### src/rtl/synch_fifo_ext.sv
// Single-clock FIFO with almost-full/empty thresholds, occupancy count, read-valid strobe and error pulses.
// Optional first-word-fall-through read path enabled by defining SYNCH_FIFO_FWFT_EN.
module synch_fifo_ext #(
    parameter int unsigned  FIFO_WIDTH = 16,
    parameter int unsigned  FIFO_DEPTH = 16,
    parameter int unsigned  AFULL_TH   = 12,
    parameter int unsigned  AEMPTY_TH  = 4,
    localparam int unsigned ADDR_WIDTH = $clog2(FIFO_DEPTH)
) (
    input  logic                  clk,
    input  logic                  rst_n,
    input  logic                  wr_en,
    input  logic [FIFO_WIDTH-1:0] write_data,
    output logic                  fifo_full,
    output logic                  almost_full,
    output logic                  overflow,
    input  logic                  rd_en,
    output logic [FIFO_WIDTH-1:0] read_data,
    output logic                  rd_valid,
    output logic                  fifo_empty,
    output logic                  almost_empty,
    output logic                  underflow,
    output logic [ADDR_WIDTH:0]   data_count
);

    localparam int unsigned PTR_WIDTH = ADDR_WIDTH + 1;

    logic [FIFO_WIDTH-1:0] mem_q [FIFO_DEPTH];
    logic [PTR_WIDTH-1:0]  wr_ptr_q, wr_ptr_d;
    logic [PTR_WIDTH-1:0]  rd_ptr_q, rd_ptr_d;
    logic [ADDR_WIDTH-1:0] wr_addr, rd_addr;
    logic                  overflow_q, underflow_q;
    logic                  valid_wr, valid_rd;

    assign wr_addr = wr_ptr_q[ADDR_WIDTH-1:0];
    assign rd_addr = rd_ptr_q[ADDR_WIDTH-1:0];

    // Status derived from the registered pointers; the wrap bit separates full from empty.
    assign fifo_empty   = (wr_ptr_q == rd_ptr_q);
    assign fifo_full    = (wr_addr == rd_addr) && (wr_ptr_q[ADDR_WIDTH] != rd_ptr_q[ADDR_WIDTH]);
    assign data_count   = wr_ptr_q - rd_ptr_q;
    assign almost_full  = (data_count >= PTR_WIDTH'(AFULL_TH));
    assign almost_empty = (data_count <= PTR_WIDTH'(AEMPTY_TH));

    assign valid_wr = wr_en && !fifo_full;
    assign valid_rd = rd_en && !fifo_empty;

    always_comb begin
        wr_ptr_d = wr_ptr_q + PTR_WIDTH'(valid_wr);
        rd_ptr_d = rd_ptr_q + PTR_WIDTH'(valid_rd);
    end

    always_ff @(posedge clk or negedge rst_n) begin
        if (!rst_n) begin
            wr_ptr_q    <= '0;
            rd_ptr_q    <= '0;
            overflow_q  <= 1'b0;
            underflow_q <= 1'b0;
        end else begin
            wr_ptr_q    <= wr_ptr_d;
            rd_ptr_q    <= rd_ptr_d;
            overflow_q  <= wr_en && fifo_full;
            underflow_q <= rd_en && fifo_empty;
        end
    end

    // Storage is not reset; stale entries are unreachable once the pointers clear.
    always_ff @(posedge clk) begin
        if (valid_wr) begin
            mem_q[wr_addr] <= write_data;
        end
    end

    assign overflow  = overflow_q;
    assign underflow = underflow_q;

`ifdef SYNCH_FIFO_FWFT_EN
    assign read_data = mem_q[rd_addr];
    assign rd_valid  = !fifo_empty;
`else
    logic [FIFO_WIDTH-1:0] read_data_q;
    logic                  rd_valid_q;

    always_ff @(posedge clk or negedge rst_n) begin
        if (!rst_n) begin
            read_data_q <= '0;
            rd_valid_q  <= 1'b0;
        end else begin
            rd_valid_q <= valid_rd;
            if (valid_rd) begin
                read_data_q <= mem_q[rd_addr];
            end
        end
    end

    assign read_data = read_data_q;
    assign rd_valid  = rd_valid_q;
`endif

endmodule
### config.mk
export PLATFORM = sky130hd
export DESIGN_NAME = synch_fifo_ext
export DESIGN_NICKNAME = d
export VERILOG_FILES = /design/src/rtl/synch_fifo_ext.sv
export SDC_FILE = /design/constraint.sdc
export NUM_CORES = 1
export LEC_CHECK = 0
export ABC_AREA = 1
export ABC_CLOCK_PERIOD_IN_PS = 3900
export BUFFER_PORTS_ARGS = -buffer_cell sky130_fd_sc_hd__buf_4
export CORE_MARGIN = 1.5
export CORE_UTILIZATION = 60
export CTS_CLUSTER_DIAMETER = 150
export CTS_CLUSTER_SIZE = 40
export DETAILED_ROUTE_END_ITERATION = 10
export PLACE_DENSITY = 0.88
export REMOVE_ABC_BUFFERS = 1
export SLEW_MARGIN = 20
export SYNTH_ARGS = -nofsm -noshare
export SYNTH_HDL_FRONTEND = slang
export SYNTH_SLANG_ARGS = --single-unit
### constraint.sdc
create_clock -name clk -period 3.9 [get_ports clk]
set_clock_uncertainty 0.15 [all_clocks]
set_input_delay 0.975 -clock clk [delete_from_list [all_inputs] [get_ports clk]]
set_output_delay 0.975 -clock clk [all_outputs]
set_load 0.01 [all_outputs]
==> impl_results.md, run 1 <==
* Status: completed
* # IOs at 48
* Total of max-cap violations at 0
* Area of combinational cells with multiple inputs at 2920 um^2
* Maximum fanout along the worst path at 22
* Synthesized area per cell at 10.4 um^2
* CP Depth at 8
* Required time reported for the critical path endpoint at 2.77 ns
* HPWL Detailed at 16.6 mm
* Synthesized instance count at 1189
* Leakage power total at 5.85 nW
* Multiplexer fraction of the synthesized cell area at 0%
* Reg clk slew, reported paths at 0.14 ns
* Total power of the final layout at 9.31 mW
* Iter 0 DRT Violations at 1080
* Count of distinct cell types in the synthesized netlist at 28
* Clk Latency, worst-skew pair at 0.50 ns
* Synth warnings at 0
* Avg WL per Cell at 19.1 um
* Total routed wirelength at 28.5 mm
* Count of state elements after synthesis at 285
* Origin of the worst setup path: rd_ptr_q[1]
* Post-CTS setup repair buffer count at 0
* Layout Cells excl Fill at 1497
* Category of the most critical setup path: flip-flop to primary output
* Post-synthesis cell area at 12400 um^2
* Number of iterations in the first detailed-routing pass at 5
* # diodes at 0
* Number of antenna violations at the first check in global routing at 0
* Setup TNS at 0 ns
* Layout Nets at 1253
* Area fraction in compound gates after synthesis at 0.323%
* Total clock sinks at 285
* Slew Limit Headroom at 39.5%
* Sequential-to-total area share from yosys stat at 68.0%
* Kind of start point of the critical path: flip-flop
* R2r startpoint: rd_ptr_q[1]
* Max VDD drop at 0.400 mV
* Sequential Area at 8420 um^2
* Most numerous cell on the critical path: nand2_1
* Top cells by area in the synthesized netlist: edfxtp_1 62%, nand2_1 12%, nand3_1 8.0%
* Clock tree from TritonCTS: yes
* Number of buffer and inverter stages on the critical path at 2
* Cell breakdown of the critical path: inv_2 > ha_1 > nand2_1 > o21ai_0 > xnor2_1 > nand2_1 > nor2_1 > buf_4
* Final critical-path share of the clock period at 90.8%
* Initial standard-cell utilization of the core at 61.2%
* Number of buffer cells added on primary ports at 47
* Filler Cells Inserted at 1479
* Via/cell ratio at 5.63
* Post-Place Setup Slack at 0.905 ns
* Die Footprint at 21500 um^2
* Global placement routability congestion at 0.789
* CTS Buf Count at 11
* Delay contributed by the slowest stage of the critical path at 0.70 ns
* Arrival time reported for the critical path endpoint at 2.42 ns
* Root buffer selected by CTS: clkbuf_16
* Depth of the worst register-to-register path at 8
* Setup-failing EPs final at 0
* Class of the most critical hold timing path: input port to async pin
* FMAX at 282 MHz
* Max Buffers Root-to-Sink at 3
* Setup repair after global routing missed its margin: no
* Final standard cell utilization of the core at 66.0%
* Area share of the largest cell type after synthesis at 62.1%
* Number of hold-slack violations in the final timing report at 0
* Share of final-layout standard cells stronger than drive strength 1 at 10.2%
* First-pass GRT wire length at 44.5 mm
* Global route total overflow at 0
* DIE HEIGHT at 147 um
* Main combinational cell family by area after synthesis: simple AND/OR/NAND/NOR gates
* Max-slew violation count at 0
* Overall track demand over capacity in global routing at 27.0%
* Worst setup EP type: primary output
* Yosys top cell by area: edfxtp_1
* Count of unresolved DRC violations after routing at 0
* Largest net degree at the start of global routing at 84
* Area growth syn-to-layout at 7.95%
* Slowest stage cell, crit path: dfrtp_2
* Xor-xnor portion of the synthesized cell area at 0.697%
* Placed insts at 1481
* PD cells at 697 nW/um^2
* Time the worst path needs with I/O delays and setup at 3.54 ns
* Post-route setup slack at 0.357 ns
* Delay-heaviest family, CP: flip-flops
* Slew at the pin closest to its max-slew limit at 0.907 ns
* Synthesized-area fraction occupied by adder cells at 0.970%
* PostCTS Resize Cnt at 0
* H-Tree Depth at 1
* Via count at 8433
* DRT antenna net count at 0
* Simple-gate share of the synthesized area at 21.3%
* Post-CTS Hold Fix Bufs at 0
* Width of the die at 147 um
* Core area at 20200 um^2
* Std-Cell Rows at 52
* Vias in the first global route at 8445
worst paths after layout:
kind | to | slack [ns]
min in group clk | read_data[3] | 0.35
max in group asynchronous | rd_ptr_q[0] | 2.96
worst min-delay path | read_data[6] | 0.26
worst max-delay path | almost_empty | 0.36
worst max register to register | mem_q[9][12] | 0.89
worst min register to register | read_data[3] | 0.35
through the flow:
step / hold slack [ns] / cell area [um^2]
final: 0.263 / 13400
after global routing: 0.279 / 13400
after CTS: 0.261 / 13400
after detailed placement: 0.323 / 13000
after global placement: 0.317 / 13000
after floorplan: 0.346 / 12100
registers in the layout, summed over array words and instances, names as in the netlist:
register,flops
rd_ptr_q,5
read_data,16
rd_valid,1
overflow,1
wr_ptr_q,5
underflow,1
mem_q,256
logic make-up after synthesis:
kind of cell | Yosys count
buffers and inverters | 263
AOI/OAI and AO/OA | 8
DFF | 285
adders and majority gates | 9
xor gates and xnor gates | 9
and+or+nand+nor | 615
Yosys cell counts:
cell type,instances
nand2_1,382
edfxtp_1,256
inv_1,205
nand3_1,199
buf_2,45
dfrtp_1,29
nor2_1,18
nand2_2,10
ha_1,8
a21oi_1,5
buf_1,4
xnor2_1,4
xor2_1,4
o21ai_0,3
buf_4,2
nor2_4,2
nor3_1,2
buf_12,1
buf_6,1
clkbuf_1,1
clkinv_1,1
fa_1,1
inv_2,1
inv_4,1
inv_8,1
nand4_4,1
nor2_8,1
xnor2_2,1
power by group:
part | leakage [nW] | internal, mW | total (mW) | switching [mW]
Sequential | 2.66 | 3.75 | 3.96 | 0.209
Combinational | 3.03 | 1.29 | 3.93 | 2.63
Clock | 0.152 | 0.547 | 1.43 | 0.881
metal layers:
metal / GRT usage (%) / vias up / wire length [um]
li1: - / 3863 / -
met1: 35.5 / 4023 / 10600
met3: 2.88 / 70 / 2520
met2: 47.0 / 477 / 14400
met5: 0 / - / 0
met4: 9.34 / 0 / 942
cells in the final DEF, fill, tap and decap left out, types with 2 or more instances in the layout:
master and instances:
nor2_1 2, nand2_2 10, xnor2_1 4, inv_1 204, nand2_1 382, dfrtp_1 27, clkbuf_1 4, nor2_2 16
buf_4 76, clkbuf_16 11, ha_1 8, nand3_1 199, o21ai_0 3, nor3_1 2, xor2_1 4, a21oi_1 5
nor2_4 2, edfxtp_1 256
final cells by class:
class | count | area share, %
clock buffers | 15 | 2.17
clock inverters | 1 | 0.225
inverters | 209 | 5.96
multi-input cells | 641 | 21.9
flip-flops and latches | 285 | 63.0
well taps | 270 | 2.53
repair buffers | 76 | 4.27
Note: power is estimated with default switching activity, not from simulation.
==> inputs of run 2 (changes only) <==
--- a/config.mk
+++ b/config.mk
@@ -5,7 +5,6 @@
 export SDC_FILE = /design/constraint.sdc
 export NUM_CORES = 1
 export LEC_CHECK = 0
-export ABC_AREA = 1
 export ABC_CLOCK_PERIOD_IN_PS = 3900
 export BUFFER_PORTS_ARGS = -buffer_cell sky130_fd_sc_hd__buf_4
 export CORE_MARGIN = 1.5
==> run 2 against run 1 <==
Effect of this change:
- flip-flop and latch count unchanged
- highest routed layer unchanged
- first-iteration DRC count decreased by 31%
- setup slack got worse by 0.11 ns
==> impl_results.md, run 2 <==
* Top register by number of flip-flops: mem_q
* Area of combinational cells with multiple inputs at 2390 um^2
* Count of unresolved DRC violations after routing at 0
* Reg clk slew, reported paths at 0.13 ns
* First-pass GRT wire length at 35.0 mm
* Slew Limit Headroom at 35.2%
* Multiplexer fraction of the synthesized cell area at 14.8%
* Post-CTS Hold Fix Bufs at 0
* Filler Cells Inserted at 1077
* Max-slew violation count at 0
* Delay contributed by the slowest stage of the critical path at 0.42 ns
* Clk Latency, worst-skew pair at 0.49 ns
* Root buffer selected by CTS: clkbuf_16
* Yosys top cell by area: edfxtp_1
* Status: completed
* Count of state elements after synthesis at 285
* HPWL Detailed at 13.7 mm
* Delay-heaviest family, CP: adder cells
* Cell breakdown of the critical path: inv_1 > ha_1 > fa_1 > nor2b_1 > o21ai_0 > a21oi_1 > o221a_2 > buf_4
* Initial standard-cell utilization of the core at 61.1%
* Kind of start point of the critical path: flip-flop
* Std-Cell Rows at 49
* FMAX at 273 MHz
* Share of async-settable or async-resettable flops after synthesis at 10.2%
* PD cells at 694 nW/um^2
* Synthesized-area fraction occupied by adder cells at 1.09%
* CTS Buf Count at 11
* Avg WL per Cell at 28.3 um
* Time the worst path needs with I/O delays and setup at 3.66 ns
* Commonest register cell after synthesis: edfxtp_1
* Layout Cells excl Fill at 819
* Core area at 18000 um^2
* Total clock sinks at 285
* Count of distinct cell types in the synthesized netlist at 34
* Final standard cell utilization of the core at 67.3%
* Global route total overflow at 0
* Setup-failing EPs final at 0
* Number of iterations in the first detailed-routing pass at 5
* Maximum fanout along the worst path at 4
* Total routed wirelength at 23.2 mm
* PostCTS Resize Cnt at 0
* Most common cell in the netlist: edfxtp_1
* Total of max-cap violations at 0
* # IOs at 48
* Leakage power total at 3.98 nW
* Via count at 5572
* Area share of the largest cell type after synthesis at 70.0%
* Synth warnings at 0
* Simple-gate share of the synthesized area at 1.79%
* Area fraction in compound gates after synthesis at 3.17%
* Sequential-to-total area share from yosys stat at 76.6%
* Number of buffer cells added on primary ports at 47
* Number of buffer and inverter stages on the critical path at 2
* Max FFs per register at 256
* Max VDD drop at 1.00 mV
* Total power of the final layout at 8.40 mW
* Global placement routability congestion at 0.875
* Largest net degree at the start of global routing at 67
* Overall track demand over capacity in global routing at 24.9%
* Leading cell type in the layout, fill and taps excluded: edfxtp_1
* Worst setup EP type: primary output
* Number of antenna violations at the first check in global routing at 0
* Post-synthesis cell area at 11000 um^2
* Area growth syn-to-layout at 10.2%
* Xor-xnor portion of the synthesized cell area at 0.718%
* Via/cell ratio at 6.80
* Class of the most critical hold timing path: input port to async pin
* Final critical-path share of the clock period at 93.8%
* # diodes at 0
* Sequential Area at 8420 um^2
* DRT antenna net count at 0
* Setup repair after global routing missed its margin: no
* Post-CTS setup repair buffer count at 0
* DIE HEIGHT at 138 um
* Most frequent cells in the layout: 256 x edfxtp_1, 79 x buf_4, 64 x mux4_2
* Arrival time reported for the critical path endpoint at 2.53 ns
* Main combinational cell family by area after synthesis: multiplexers
* Placed insts at 802
* Share of final-layout standard cells stronger than drive strength 1 at 31.4%
* Synthesized area per cell at 21.2 um^2
* Vias in the first global route at 5719
* Die Footprint at 19100 um^2
* Synthesized instance count at 518
* Category of the most critical setup path: flip-flop to primary output
* Required time reported for the critical path endpoint at 2.77 ns
* Top post-synthesis cells by count: 256 x edfxtp_1, 64 x mux4_2, 32 x o22ai_1
* Slew at the pin closest to its max-slew limit at 0.970 ns
* Top cells by area in the synthesized netlist: edfxtp_1 70%, mux4_2 13%, dfrtp_1 6.6%
* Iter 0 DRT Violations at 746
* Slowest stage cell, crit path: dfrtp_1
* Number of flops mapped to enable cells by yosys at 256
* Max Buffers Root-to-Sink at 3
* Number of hold-slack violations in the final timing report at 0
* H-Tree Depth at 1
* Clock tree from TritonCTS: yes
* Layout Nets at 615
* Width of the die at 138 um
run 2: cell families (layout without fill, tap and decap cells):
| kind of cell | Yosys count | count (layout) |
|---|---|---|
| DFF | 285 | 285 |
| muxes | 80 | 80 |
| AOI/OAI and AO/OA | 58 | 58 |
| and+or+nand+nor | 40 | 40 |
| buffers and inverters | 37 | 109 |
| adders and majority gates | 9 | 9 |
| xor gates and xnor gates | 9 | 9 |
run 2: area by class of cell:
class / instances / area share, %
sequential: 285 / 69.6
clock buffer: 16 / 2.43
tap: 229 / 2.37
clock inverter: 1 / 0.248
inverter: 11 / 0.341
timing repair buffer: 81 / 5.23
multi-input combinational: 196 / 19.8
run 2: through the flow:
stage                     area [um^2]  hold WS [ns]  setup slack [ns]  TNS, ns
after global routing            12100         0.293            0.0759        0
after detailed placement        11800         0.394             0.827        0
after global placement          11800         0.369             0.960        0
after floorplan                 10800         0.351             -1.61  -349.72
final                           12100         0.273             0.243        0
after CTS                       12100         0.276             0.279        0
run 2: path summary, 6_finish.rpt:
check | depth (start not counted) | startpoint | end | slack (ns)
min reg2reg | 1 | rd_ptr_q[4] | rd_ptr_q[4] | 0.41
min | 1 | rst_n | rd_valid | 0.27
min in group clk | 1 | rd_ptr_q[4] | rd_ptr_q[4] | 0.41
max reg2reg | 6 | wr_ptr_q[2] | mem_q[10][12] | 0.80
max | 8 | wr_ptr_q[0] | almost_empty | 0.24
max in group asynchronous | 1 | rst_n | read_data[1] | 2.94
run 2: routing by layer:
metal / track usage (%) / routed length (um)
met5: 0 / 0
met3: 4.30 / 1930
met4: 9.09 / 845
met1: 34.6 / 8910
met2: 40.6 / 11500
run 2: power breakdown:
part | internal (mW) | total, mW | leakage (nW) | switching [mW]
Sequential | 3.75 | 3.97 | 2.64 | 0.219
Clock | 0.551 | 1.40 | 0.153 | 0.846
Combinational | 1.44 | 3.03 | 1.19 | 1.60
Total | 5.74 | 8.40 | 3.98 | 2.66
==> inputs of run 3 (changes only) <==
--- a/config.mk
+++ b/config.mk
@@ -12,6 +12,7 @@
 export CTS_CLUSTER_DIAMETER = 150
 export CTS_CLUSTER_SIZE = 40
 export DETAILED_ROUTE_END_ITERATION = 10
+export MAX_ROUTING_LAYER = met4
 export PLACE_DENSITY = 0.88
 export REMOVE_ABC_BUFFERS = 1
 export SLEW_MARGIN = 20
==> run 3 against run 2 <==
Effect of this change:
- cell count is the same
- sequential power about the same
- clock-buffer cell count unchanged
- non-clock buffer count did not move
- critical endpoint unchanged
- combinational power hardly changed
- worst hold slack lost 0.0073 ns
- clock power about the same
- via count down 0.75%
- critical path type unchanged
- first-iteration DRC count down 4.0%
- die area did not move
==> impl_results.md, run 3 (synthesis gave the netlist of run 2 again) <==
* Status: completed
* Clk Latency, worst-skew pair at 0.49 ns
* Max-slew violation count at 0
* Max FFs per register at 256
* Switching Power at 2.68 mW
* Max VDD drop at 1.00 mV
* Non-Filler Cell Area, Final at 12100 um^2
* Via count at 5530
* Count of unresolved DRC violations after routing at 0
* Via/cell ratio at 6.75
* Arrival time reported for the critical path endpoint at 2.52 ns
* Avg WL per Cell at 28.5 um
* Placed insts at 802
* Number of hold-slack violations in the final timing report at 0
* Total routed wirelength at 23.3 mm
* Leading cell type in the layout, fill and taps excluded: edfxtp_1
* Final standard cell utilization of the core at 67.3%
* R2r startpoint: wr_ptr_q[2]
* Crit Reg-Reg Endpoint: mem_q[10][12]
* HPWL Detailed at 13.7 mm
* DIE HEIGHT at 138 um
* Top register by number of flip-flops: mem_q
* Area growth syn-to-layout at 10.2%
* Highest metal used: met4
* PD cells at 696 nW/um^2
* Root buffer selected by CTS: clkbuf_16
* Depth of the worst register-to-register path at 6
* Final critical-path share of the clock period at 93.5%
* Clock tree from TritonCTS: yes
* # IOs at 48
* Die Footprint at 19100 um^2
* Total of max-cap violations at 0
* Leakage power total at 3.98 nW
* Largest net degree at the start of global routing at 67
* Initial standard-cell utilization of the core at 61.1%
* Vias in the first global route at 5712
* Max Buffers Root-to-Sink at 3
* Number of iterations in the first detailed-routing pass at 5
* CTS Buf Count at 11
* Category of the most critical setup path: flip-flop to primary output
* Sw Ratio at 31.8%
* PostCTS Resize Cnt at 0
* Core area at 18000 um^2
* Setup repair after global routing missed its margin: no
* Width of the die at 138 um
* Slew at the pin closest to its max-slew limit at 0.959 ns
* Combinational cell fraction of total power at 36.1%
* Overall track demand over capacity in global routing at 25.7%
* Global placement routability congestion at 0.889
* Class of the most critical hold timing path: input port to async pin
* Post-CTS Hold Fix Bufs at 0
* FMAX at 274 MHz
* Iter 0 DRT Violations at 716
* Time the worst path needs with I/O delays and setup at 3.65 ns
* Metal2 WL at 11.7 mm
* Met1 Routed Length at 8.76 mm
* Maximum fanout along the worst path at 4
* First-pass GRT wire length at 35.0 mm
* DRT antenna net count at 0
* Share of final-layout standard cells stronger than drive strength 1 at 31.4%
* Layout Cells excl Fill at 819
* Kind of start point of the critical path: flip-flop
* Post-CTS setup repair buffer count at 0
* Required time reported for the critical path endpoint at 2.77 ns
* Fraction of power consumed by the clock network at 16.7%
* Sequential share of power at 47.2%
* Register-to-register path setup slack at 0.82 ns
* Reg clk slew, reported paths at 0.14 ns
* Worst setup path endpoint: almost_empty
* Setup-failing EPs final at 0
* Length of routed met3 wiring at 2.16 mm
* H-Tree Depth at 1
* Number of antenna violations at the first check in global routing at 0
* Layout Nets at 615
* Internal cell power at 5.74 mW
* Number of buffer cells added on primary ports at 47
* Slew Limit Headroom at 36.1%
* Most frequent cells in the layout: 256 x edfxtp_1, 79 x buf_4, 64 x mux4_2
* Total clock sinks at 285
* Area after DPL at 11800 um^2
* Global route total overflow at 0
* Std-Cell Rows at 49
* Origin of the worst setup path: wr_ptr_q[0]
* Worst setup EP type: primary output
* # diodes at 0
## run 3: cell counts in the layout (fill, tap and decap cells not counted)
No cell type changed its count.
## run 3: cell type report
cell class | count | area (um^2)
flip-flops and latches | 285 | 8420
fillers | 1077 | 5870
multi-input cells | 196 | 2390
repair buffers | 81 | 633
clock buffers | 16 | 294
well taps | 229 | 287
inverters | 11 | 41.3
clock inverters | 1 | 30.0
## run 3: per-layer routing
metal | track usage [%] | vias up
met3 | 4.26 | 59
met4 | 8.98 | 0
met2 | 40.7 | 327
met5 | - | -
met1 | 34.5 | 2896
li1 | - | 2248
## run 3: power groups by stage
| stage | combinational [mW] | clock, mW | sequential, mW |
|---|---|---|---|
| floorplan | 1.74 | 0 | 4.26 |
| global placement | 2.90 | 0 | 3.99 |
| detailed placement | 3.01 | 0 | 4.03 |
| CTS | 3.05 | 1.43 | 3.97 |
| global route | 3.25 | 1.50 | 4.00 |
| finish | 3.04 | 1.41 | 3.97 |
## run 3: worst min-delay path by stage
stage	from	endpoint	depth (start not counted)
2_1_floorplan	wr_ptr_q[4]	wr_ptr_q[4]	1
3_3_place_gp	wr_ptr_q[0]	wr_ptr_q[0]	1
3_5_place_dp	rd_ptr_q[4]	rd_ptr_q[4]	1
4_1_cts	rst_n	read_data[5]	1
5_1_grt	rst_n	read_data[5]	1
6_report	rst_n	rd_valid	1
## run 3: critical path, stage by stage, from the launching register on
cell,delay [ns]
dfrtp_1,0.42
inv_1,0.09
ha_1,0.24
fa_1,0.42
nor2b_1,0.13
o21ai_0,0.11
a21oi_1,0.28
o221a_2,0.23
buf_4,0.11
## run 3: metrics by stage
step                      hold slack (ns)  setup TNS [ns]  worst slack, ns  power (mW)
after global placement              0.369               0            0.960        6.89
after floorplan                     0.351         -349.72            -1.61        5.99
after CTS                           0.276               0            0.279        8.44
final                               0.266               0            0.252        8.42
after detailed placement            0.394               0            0.827        7.04
after global routing                0.293               0           0.0759        8.76
